==> config.mk <==
export PLATFORM = sky130hd
export DESIGN_NAME = ttt_game_ctrl
export DESIGN_NICKNAME = d
export VERILOG_FILES = /design/src/rtl/ttt_pkg.sv /design/src/rtl/ttt_win_check.sv /design/src/rtl/ttt_game_ctrl.sv
export SDC_FILE = /design/constraint.sdc
export NUM_CORES = 1
export LEC_CHECK = 0
export ABC_CLOCK_PERIOD_IN_PS = 10800
export CAP_MARGIN = 25
export CORE_MARGIN = 3
export CORE_UTILIZATION = 60
export CTS_BUF_LIST = sky130_fd_sc_hd__clkbuf_2 sky130_fd_sc_hd__clkbuf_4 sky130_fd_sc_hd__clkbuf_8
export DETAILED_ROUTE_END_ITERATION = 16
export GPL_TIMING_DRIVEN = 0
export PLACE_DENSITY = 0.92
export REMOVE_ABC_BUFFERS = 1
export SKIP_LAST_GASP = 1
export SLEW_MARGIN = 0
export SYNTH_ARGS = -nofsm -noshare
export SYNTH_HDL_FRONTEND = slang
export SYNTH_SLANG_ARGS = --single-unit
==> constraint.sdc <==
create_clock -name clk -period 10.8 [get_ports clk]
set_input_delay 3.24 -clock clk [delete_from_list [all_inputs] [get_ports clk]]
set_output_delay 3.24 -clock clk [all_outputs]
set_load 0.005 [all_outputs]
==> src/rtl/ttt_pkg.sv <==
`default_nettype none
// ============================================================================
//  Module   : ttt_pkg
//  Brief    : Shared encodings, winning-line table and screen geometry for the
//             Tic Tac Toe controller and text painter.
//  Revision : 1.0 - initial release
// ============================================================================
package ttt_pkg;

    typedef enum logic [1:0] {
        ST_PLAY  = 2'd0,
        ST_CHECK = 2'd1,
        ST_WIN   = 2'd2,
        ST_DRAW  = 2'd3
    } state_e;

    localparam logic [1:0] CELL_EMPTY = 2'b00;
    localparam logic [1:0] CELL_X     = 2'b01;
    localparam logic [1:0] CELL_O     = 2'b10;

    // Rows 0-2, columns 3-5, then the two diagonals; index order sets priority.
    localparam logic [3:0] LINE_TBL [8][3] = '{
        '{4'd0, 4'd1, 4'd2},
        '{4'd3, 4'd4, 4'd5},
        '{4'd6, 4'd7, 4'd8},
        '{4'd0, 4'd3, 4'd6},
        '{4'd1, 4'd4, 4'd7},
        '{4'd2, 4'd5, 4'd8},
        '{4'd0, 4'd4, 4'd8},
        '{4'd2, 4'd4, 4'd6}
    };

    localparam logic [9:0] BOARD_X0  = 10'd150;
    localparam logic [9:0] BOARD_Y0  = 10'd100;
    localparam logic [9:0] CELL      = 10'd80;
    localparam logic [9:0] BOARD_X1  = BOARD_X0 + CELL + CELL + CELL;
    localparam logic [9:0] BOARD_Y1  = BOARD_Y0 + CELL + CELL + CELL;
    localparam logic [9:0] CUR_SIZE  = 10'd15;
    localparam logic [9:0] H_RES     = 10'd640;
    localparam logic [9:0] V_RES     = 10'd480;
    localparam logic [9:0] CUR_X_MAX = H_RES - CUR_SIZE;
    localparam logic [9:0] CUR_Y_MAX = V_RES - CUR_SIZE;
    localparam logic [9:0] CUR_INIT  = 10'd245;
    localparam logic [9:0] BTN_Y0    = 10'd416;
    localparam logic [9:0] BTN_Y1    = 10'd447;
    localparam logic [9:0] RST_X0    = 10'd128;
    localparam logic [9:0] RST_X1    = 10'd335;
    localparam logic [9:0] ERS_X0    = 10'd352;
    localparam logic [9:0] ERS_X1    = 10'd527;
    localparam logic [3:0] SCORE_MAX = 4'd9;

endpackage
`default_nettype wire

==> src/rtl/ttt_win_check.sv <==
`default_nettype none
// ============================================================================
//  Module   : ttt_win_check
//  Brief    : Combinational three-in-a-row and board-full detection for one
//             player mark.
//  Revision : 1.0 - initial release
// ============================================================================
module ttt_win_check
    import ttt_pkg::*;
(
    input  logic [17:0] board_i,
    input  logic [1:0]  mark_i,
    output logic        win_o,
    output logic [2:0]  line_o,
    output logic        full_o
);

    // Scan lines from highest to lowest index so the lowest match wins.
    always_comb begin
        win_o  = 1'b0;
        line_o = 3'd0;
        full_o = 1'b1;
        for (int l = 7; l >= 0; l--) begin
            if (board_i[{LINE_TBL[l][0], 1'b0} +: 2] == mark_i &&
                board_i[{LINE_TBL[l][1], 1'b0} +: 2] == mark_i &&
                board_i[{LINE_TBL[l][2], 1'b0} +: 2] == mark_i) begin
                win_o  = 1'b1;
                line_o = 3'(l);
            end
        end
        for (int k = 0; k < 9; k++) begin
            if (board_i[k*2 +: 2] == CELL_EMPTY) begin
                full_o = 1'b0;
            end
        end
    end

endmodule
`default_nettype wire

==> src/rtl/ttt_game_ctrl.sv <==
`default_nettype none
// ============================================================================
//  Module   : ttt_game_ctrl
//  Brief    : Mouse cursor tracking, hit decode and play sequencing for the
//             Tic Tac Toe screen (board, turn, win/draw, scores, labels).
//  Revision : 1.0 - initial release
// ============================================================================
module ttt_game_ctrl
    import ttt_pkg::*;
(
    input  logic        clk,
    input  logic        reset,
    input  logic        m_done_tick,
    input  logic [8:0]  xm,
    input  logic [8:0]  ym,
    input  logic        btn_left,
    input  logic        btn_right,
    output logic [9:0]  cur_x,
    output logic [9:0]  cur_y,
    output logic [17:0] board,
    output logic        turn,
    output logic [1:0]  game_state,
    output logic [1:0]  winner,
    output logic [2:0]  win_line,
    output logic [3:0]  score_x,
    output logic [3:0]  score_o,
    output logic        sel
);

    state_e      state_q, state_d;
    logic [9:0]  cur_x_q, cur_x_d, cur_y_q, cur_y_d;
    logic [17:0] board_q, board_d;
    logic        turn_q, turn_d, sel_q, sel_d;
    logic [1:0]  winner_q, winner_d;
    logic [2:0]  win_line_q, win_line_d;
    logic [3:0]  score_x_q, score_x_d, score_o_q, score_o_d;
    logic        btn_l_q, btn_r_q;

    logic signed [11:0] x_sum, y_sum;
    logic [9:0]  x_clamped, y_clamped;
    logic        in_board, hit_rst, hit_ers, cell_empty;
    logic [1:0]  row, col, mover_mark;
    logic [3:0]  cell_idx;
    logic        lclick, rclick;
    logic        chk_win, chk_full;
    logic [2:0]  chk_line;

    // Cursor motion in signed arithmetic; screen y grows downward, mouse y up.
    assign x_sum = $signed({2'b00, cur_x_q}) + $signed({{3{xm[8]}}, xm});
    assign y_sum = $signed({2'b00, cur_y_q}) - $signed({{3{ym[8]}}, ym});
    assign x_clamped = (x_sum < 12'sd0) ? 10'd0 :
                       (x_sum > $signed({2'b00, CUR_X_MAX})) ? CUR_X_MAX : x_sum[9:0];
    assign y_clamped = (y_sum < 12'sd0) ? 10'd0 :
                       (y_sum > $signed({2'b00, CUR_Y_MAX})) ? CUR_Y_MAX : y_sum[9:0];

    // Hit decode from the registered cursor position.
    assign in_board = (cur_x_q >= BOARD_X0) && (cur_x_q < BOARD_X1) &&
                      (cur_y_q >= BOARD_Y0) && (cur_y_q < BOARD_Y1);
    assign col = (cur_x_q < BOARD_X0 + CELL) ? 2'd0 :
                 (cur_x_q < BOARD_X0 + CELL + CELL) ? 2'd1 : 2'd2;
    assign row = (cur_y_q < BOARD_Y0 + CELL) ? 2'd0 :
                 (cur_y_q < BOARD_Y0 + CELL + CELL) ? 2'd1 : 2'd2;
    assign cell_idx   = ({2'b00, row} << 1) + {2'b00, row} + {2'b00, col};
    assign cell_empty = (board_q[{cell_idx, 1'b0} +: 2] == CELL_EMPTY);
    assign hit_rst = (cur_y_q >= BTN_Y0) && (cur_y_q <= BTN_Y1) &&
                     (cur_x_q >= RST_X0) && (cur_x_q <= RST_X1);
    assign hit_ers = (cur_y_q >= BTN_Y0) && (cur_y_q <= BTN_Y1) &&
                     (cur_x_q >= ERS_X0) && (cur_x_q <= ERS_X1);

    // A left edge takes precedence; a simultaneous right edge is dropped.
    assign lclick = btn_left & ~btn_l_q;
    assign rclick = btn_right & ~btn_r_q & ~lclick;

    // Turn has already toggled when CHECK runs, so the mover is the other side.
    assign mover_mark = turn_q ? CELL_X : CELL_O;

    ttt_win_check u_win_check (
        .board_i (board_q),
        .mark_i  (mover_mark),
        .win_o   (chk_win),
        .line_o  (chk_line),
        .full_o  (chk_full)
    );

    // Next-state logic: cursor, click actions and the CHECK resolution.
    always_comb begin
        state_d    = state_q;
        cur_x_d    = cur_x_q;
        cur_y_d    = cur_y_q;
        board_d    = board_q;
        turn_d     = turn_q;
        sel_d      = sel_q;
        winner_d   = winner_q;
        win_line_d = win_line_q;
        score_x_d  = score_x_q;
        score_o_d  = score_o_q;

        if (m_done_tick) begin
            cur_x_d = x_clamped;
            cur_y_d = y_clamped;
        end

        if (state_q == ST_CHECK) begin
            if (chk_win) begin
                state_d    = ST_WIN;
                winner_d   = mover_mark;
                win_line_d = chk_line;
                if (mover_mark == CELL_X) begin
                    if (score_x_q != SCORE_MAX) score_x_d = score_x_q + 4'd1;
                end else begin
                    if (score_o_q != SCORE_MAX) score_o_d = score_o_q + 4'd1;
                end
            end else if (chk_full) begin
                state_d = ST_DRAW;
            end else begin
                state_d = ST_PLAY;
            end
        end else if ((lclick && (hit_rst || hit_ers)) || rclick) begin
            // Restart / Erase share the clear; Erase also zeroes the scores.
            board_d    = 18'd0;
            turn_d     = 1'b0;
            winner_d   = CELL_EMPTY;
            win_line_d = 3'd0;
            state_d    = ST_PLAY;
            sel_d      = lclick ? hit_ers : ~sel_q;
            if ((lclick && hit_ers) || (rclick && !sel_q)) begin
                score_x_d = 4'd0;
                score_o_d = 4'd0;
            end
        end else if (lclick && state_q == ST_PLAY && in_board && cell_empty) begin
            board_d[{cell_idx, 1'b0} +: 2] = turn_q ? CELL_O : CELL_X;
            turn_d  = ~turn_q;
            state_d = ST_CHECK;
        end
    end

    // State registers; button history resets high so a held button is not a click.
    always_ff @(posedge clk) begin
        if (reset) begin
            state_q    <= ST_PLAY;
            cur_x_q    <= CUR_INIT;
            cur_y_q    <= CUR_INIT;
            board_q    <= 18'd0;
            turn_q     <= 1'b0;
            sel_q      <= 1'b0;
            winner_q   <= CELL_EMPTY;
            win_line_q <= 3'd0;
            score_x_q  <= 4'd0;
            score_o_q  <= 4'd0;
            btn_l_q    <= 1'b1;
            btn_r_q    <= 1'b1;
        end else begin
            state_q    <= state_d;
            cur_x_q    <= cur_x_d;
            cur_y_q    <= cur_y_d;
            board_q    <= board_d;
            turn_q     <= turn_d;
            sel_q      <= sel_d;
            winner_q   <= winner_d;
            win_line_q <= win_line_d;
            score_x_q  <= score_x_d;
            score_o_q  <= score_o_d;
            btn_l_q    <= btn_left;
            btn_r_q    <= btn_right;
        end
    end

    assign cur_x      = cur_x_q;
    assign cur_y      = cur_y_q;
    assign board      = board_q;
    assign turn       = turn_q;
    assign game_state = state_q;
    assign winner     = winner_q;
    assign win_line   = win_line_q;
    assign score_x    = score_x_q;
    assign score_o    = score_o_q;
    assign sel        = sel_q;

endmodule
`default_nettype wire

==> results.json <==
{
  "syn_area_per_cell_sq_um": 8.15,
  "clkLatencyLatePin_ns": 0.34,
  "endpoint_kind": "flip-flop",
  "fp-row-count": 31,
  "first_pass_iters": 5,
  "holdBufCountCts": 0,
  "dpl_worst_slack_ns": 4.56,
  "power.internal_uw": 514,
  "area_growth_pct": 23.5,
  "clkTransAtPathRegs_ns": 0.07,
  "root_buffer": "sky130_fd_sc_hd__clkbuf_8",
  "drt_iter0_markers": 317,
  "grt_start_max_net_pins": 24,
  "detail-route-antenna-nets": 0,
  "yosysSeqAreaShare_pct": 25.1,
  "dr_vias": 4760,
  "post_drt_via_cell_ratio": 6.49,
  "post_cts.repair.setup_buffers": 0,
  "drc": 0,
  "fin_crit_sh_pct": 55.1,
  "final.setup.tns_ns": 0,
  "globalRoute.totalOverflow": 0,
  "cts-root-to-sink-buffers": 2,
  "setup_viol_count_final": 0,
  "run_status": "finished clean",
  "post-dp-hpwl_microns": 9740,
  "synth-warning-count": 0,
  "maxSlewHeadroom_pct": 46.8,
  "cpPeakStageDelay_ns": 0.41,
  "power_frac_clock_pct": 30.3,
  "seqCellArea_sq_mm": 0.00114,
  "vias_in_the_first_global_route": 4558,
  "fin_worst_hold_slack_ns": 0.473,
  "buffer_ports.inserted": 77,
  "seq_pwr_share_pct": 29.4,
  "post_cts_resize_count": 0,
  "fraction_of_final_layout_cells_sized_beyond_drive_strength_1_pct": 7.56,
  "clock_sinks": 57,
  "final_gp_congestion": 0.883,
  "synth_enable_flop_cells": 0,
  "critPathRequiredTime_ns": 11.01,
  "route.final.wire_length_microns": 12900,
  "dominantRegCellSynth": "sky130_fd_sc_hd__dfxtp_1",
  "path_max_fanout": 4,
  "grt_usage_pct": 29.9,
  "maxSlewViolCount": 0,
  "period_needed_ns": 5.95,
  "peakVddDrop_uv": 126,
  "power_density_mw_per_mm2": 145,
  "core_region_area_sq_mm": 0.00729,
  "synth_cells": 559,
  "die_area_sq_mm": 0.00867,
  "critical_path.cell_chain": "clkdlybuf4s50_1 -> ha_1 -> fa_1 -> a21o_1 -> a221o_1 -> o21ai_0 -> a21o_1 -> mux2i_1 -> nand2_1 -> o41ai_1",
  "synth.lib_cells_used.distinct": 81,
  "netlist_area_sq_mm": 0.00455,
  "start_kind": "input port",
  "post_synthesis_async_set_or_reset_flop_share_pct": 0,
  "finalHoldViolCount": 0,
  "timing_worst_slew_pin_value_ns": 0.796,
  "cp_slowest_cell": "sky130_fd_sc_hd__clkdlybuf4s50_1",
  "pwr-share-comb_pct": 40.4,
  "die_y_microns": 93.1,
  "cts_tree": "yes",
  "power.share.switching_pct": 37.2,
  "die-width_microns": 93.1,
  "detail_route.wl_per_cell_microns": 17.6,
  "worst_clock_skew_ns": 0.0134,
  "grt_pass1_wl_microns": 21300,
  "smallest_setup_slack_after_layout_ns": 4.85,
  "arrival_ns": 6.17,
  "hold_path.class": "flip-flop to flip-flop",
  "maxClockFrequency_mhz": 168,
  "cts-buffers-inserted": 9,
  "crit_top_cell": "sky130_fd_sc_hd__a21o_1",
  "htree_levels": 3,
  "layout.nets": 689,
  "floorplan.initialDensity_pct": 62.4,
  "switchingPower_uw": 304,
  "ioPinCount": 78,
  "rsz_0062_raised_after_global_routing": "false",
  "cp_num_buf_inv": 1,
  "timing_worst_setup_path_type": "input port to flip-flop",
  "power_leakage_uw": 0.00216,
  "number_of_antenna_violations_at_the_first_check_in_global_routing": 0,
  "multi_input_area_sq_mm": 0.00320,
  "maxCapViolCount": 0,
  "postSynthRegisterBits": 57,
  "fin_util_pct": 77.1,
  "cp_top_family": "compound AO/OA/AOI/OAI gates",
  "fillCellCount": 543,
  "diodes": 0
}
-- routing by layer --
layer  vias up  track usage, %  routed length [microns]
met1      2277            37.7                     5510
met3        18            6.19                      913
li1       2255               -                        -
met2       210            51.5                     6380
met4         0            8.42                      133
met5         -               0                        0
-- synth_stat cells (4+ instances only) --
library cell               number  share of area (%)
sky130_fd_sc_hd__dfxtp_1       57                 25
sky130_fd_sc_hd__a21oi_1       47                5.2
sky130_fd_sc_hd__nand2_1       42                3.5
sky130_fd_sc_hd__nor2_1        36                3.0
sky130_fd_sc_hd__ha_1          32                8.8
sky130_fd_sc_hd__inv_1         28                2.3
sky130_fd_sc_hd__nand2b_1      27                3.7
sky130_fd_sc_hd__o21ai_0       25                2.7
sky130_fd_sc_hd__nor3_1        17                1.9
sky130_fd_sc_hd__nand3_1       16                1.8
sky130_fd_sc_hd__clkbuf_1      12               0.99
sky130_fd_sc_hd__nor2b_1       12                1.6
sky130_fd_sc_hd__o22ai_1       12                1.6
sky130_fd_sc_hd__nand4_1       10                1.4
sky130_fd_sc_hd__or3_1         10                1.4
sky130_fd_sc_hd__a21o_1         8                1.3
sky130_fd_sc_hd__a32o_1         8                1.8
sky130_fd_sc_hd__xnor2_1        8                1.5
sky130_fd_sc_hd__mux2i_1        7                1.5
sky130_fd_sc_hd__nand3b_1       7                1.2
sky130_fd_sc_hd__a211oi_1       6               0.99
sky130_fd_sc_hd__a31oi_1        6               0.82
sky130_fd_sc_hd__xor2_1         6                1.2
sky130_fd_sc_hd__and2_1         5               0.69
sky130_fd_sc_hd__o211ai_1       5               0.82
sky130_fd_sc_hd__o31ai_1        5               0.82
sky130_fd_sc_hd__or2_2          5               0.69
sky130_fd_sc_hd__a211o_1        4               0.77
sky130_fd_sc_hd__a22o_1         4               0.77
sky130_fd_sc_hd__buf_2          4               0.44
sky130_fd_sc_hd__fa_1           4                1.8
sky130_fd_sc_hd__o21a_1         4               0.66
sky130_fd_sc_hd__o32ai_1        4               0.77
-- cells by family after synthesis --
group                    synth area share [%]
AND/OR/NAND/NOR                          25.2
AO/OA/AOI/OAI                            28.7
flip-flops                               25.1
buffers and inverters                    4.70
adder cells (fa/ha/maj)                  10.6
XOR/XNOR                                 2.69
multiplexers                             3.02
-- final timing paths --
check                           startpoint                       end  slack [ns]  cells past startpoint
setup / recovery                     xm[0]     cur_x[1]$_SDFFE_PP0P_        4.85                     10
hold / removal    win_line[0]$_SDFFE_PP0P_  win_line[0]$_SDFFE_PP0P_        0.47                      2
setup reg to reg     cur_y[3]$_SDFFE_PP0P_     board[4]$_SDFFE_PP0P_        5.83                     14
hold reg to reg   win_line[0]$_SDFFE_PP0P_  win_line[0]$_SDFFE_PP0P_        0.47                      2
-- worst reg2reg max path, delay by kind of cell (launching register included) --
family	cells	cell delay, ns
flops	1	0.36
fa+ha+maj	3	1.29
simple gates	5	1.44
compound gates	6	1.79
-- power by group through the flow --
stage	registers, uW	logic [uW]	clock network (uW)
after floorplan	240	232	0
after global placement	243	310	0
after detailed placement	244	321	0
after CTS	239	324	247
after global routing	242	362	257
final	240	330	247
-- state kept, by name, summed over array words and instances, names as in the netlist --
signal,count
win_line,3
score_x,4
game_state,2
sel,1
winner,2
btn_l_q,1
cur_y,10
board,18
score_o,4
btn_r_q,1
turn,1
cur_x,10
-- area by class of cell --
cell class	count	area share (%)
timing repair buffer	79	14.3
clock inverter	5	1.85
tap	99	2.20
multi-input combinational	453	56.9
inverter	30	2.05
sequential	57	20.3
clock buffer	11	2.47
-- layout by cell type (no fill, tap or decap), types with 16 or more instances in the layout --
master,count
sky130_fd_sc_hd__a21oi_1,47
sky130_fd_sc_hd__clkdlybuf4s50_1,77
sky130_fd_sc_hd__dfxtp_1,57
sky130_fd_sc_hd__ha_1,32
sky130_fd_sc_hd__inv_1,28
sky130_fd_sc_hd__nand2_1,42
sky130_fd_sc_hd__nand2b_1,27
sky130_fd_sc_hd__nand3_1,16
sky130_fd_sc_hd__nor2_1,36
sky130_fd_sc_hd__nor3_1,17
sky130_fd_sc_hd__o21ai_0,25
-- metrics by stage --
| stage | area (sq um) | instances | total power [uW] |
|---|---|---|---|
| floorplan | 4450 | 540 | 472 |
| global route | 5620 | 734 | 860 |
| global placement | 5350 | 716 | 553 |
| detailed placement | 5380 | 718 | 566 |
| finish | 5620 | 734 | 817 |
| CTS | 5620 | 734 | 810 |
Power figures use the tool's default switching activity.
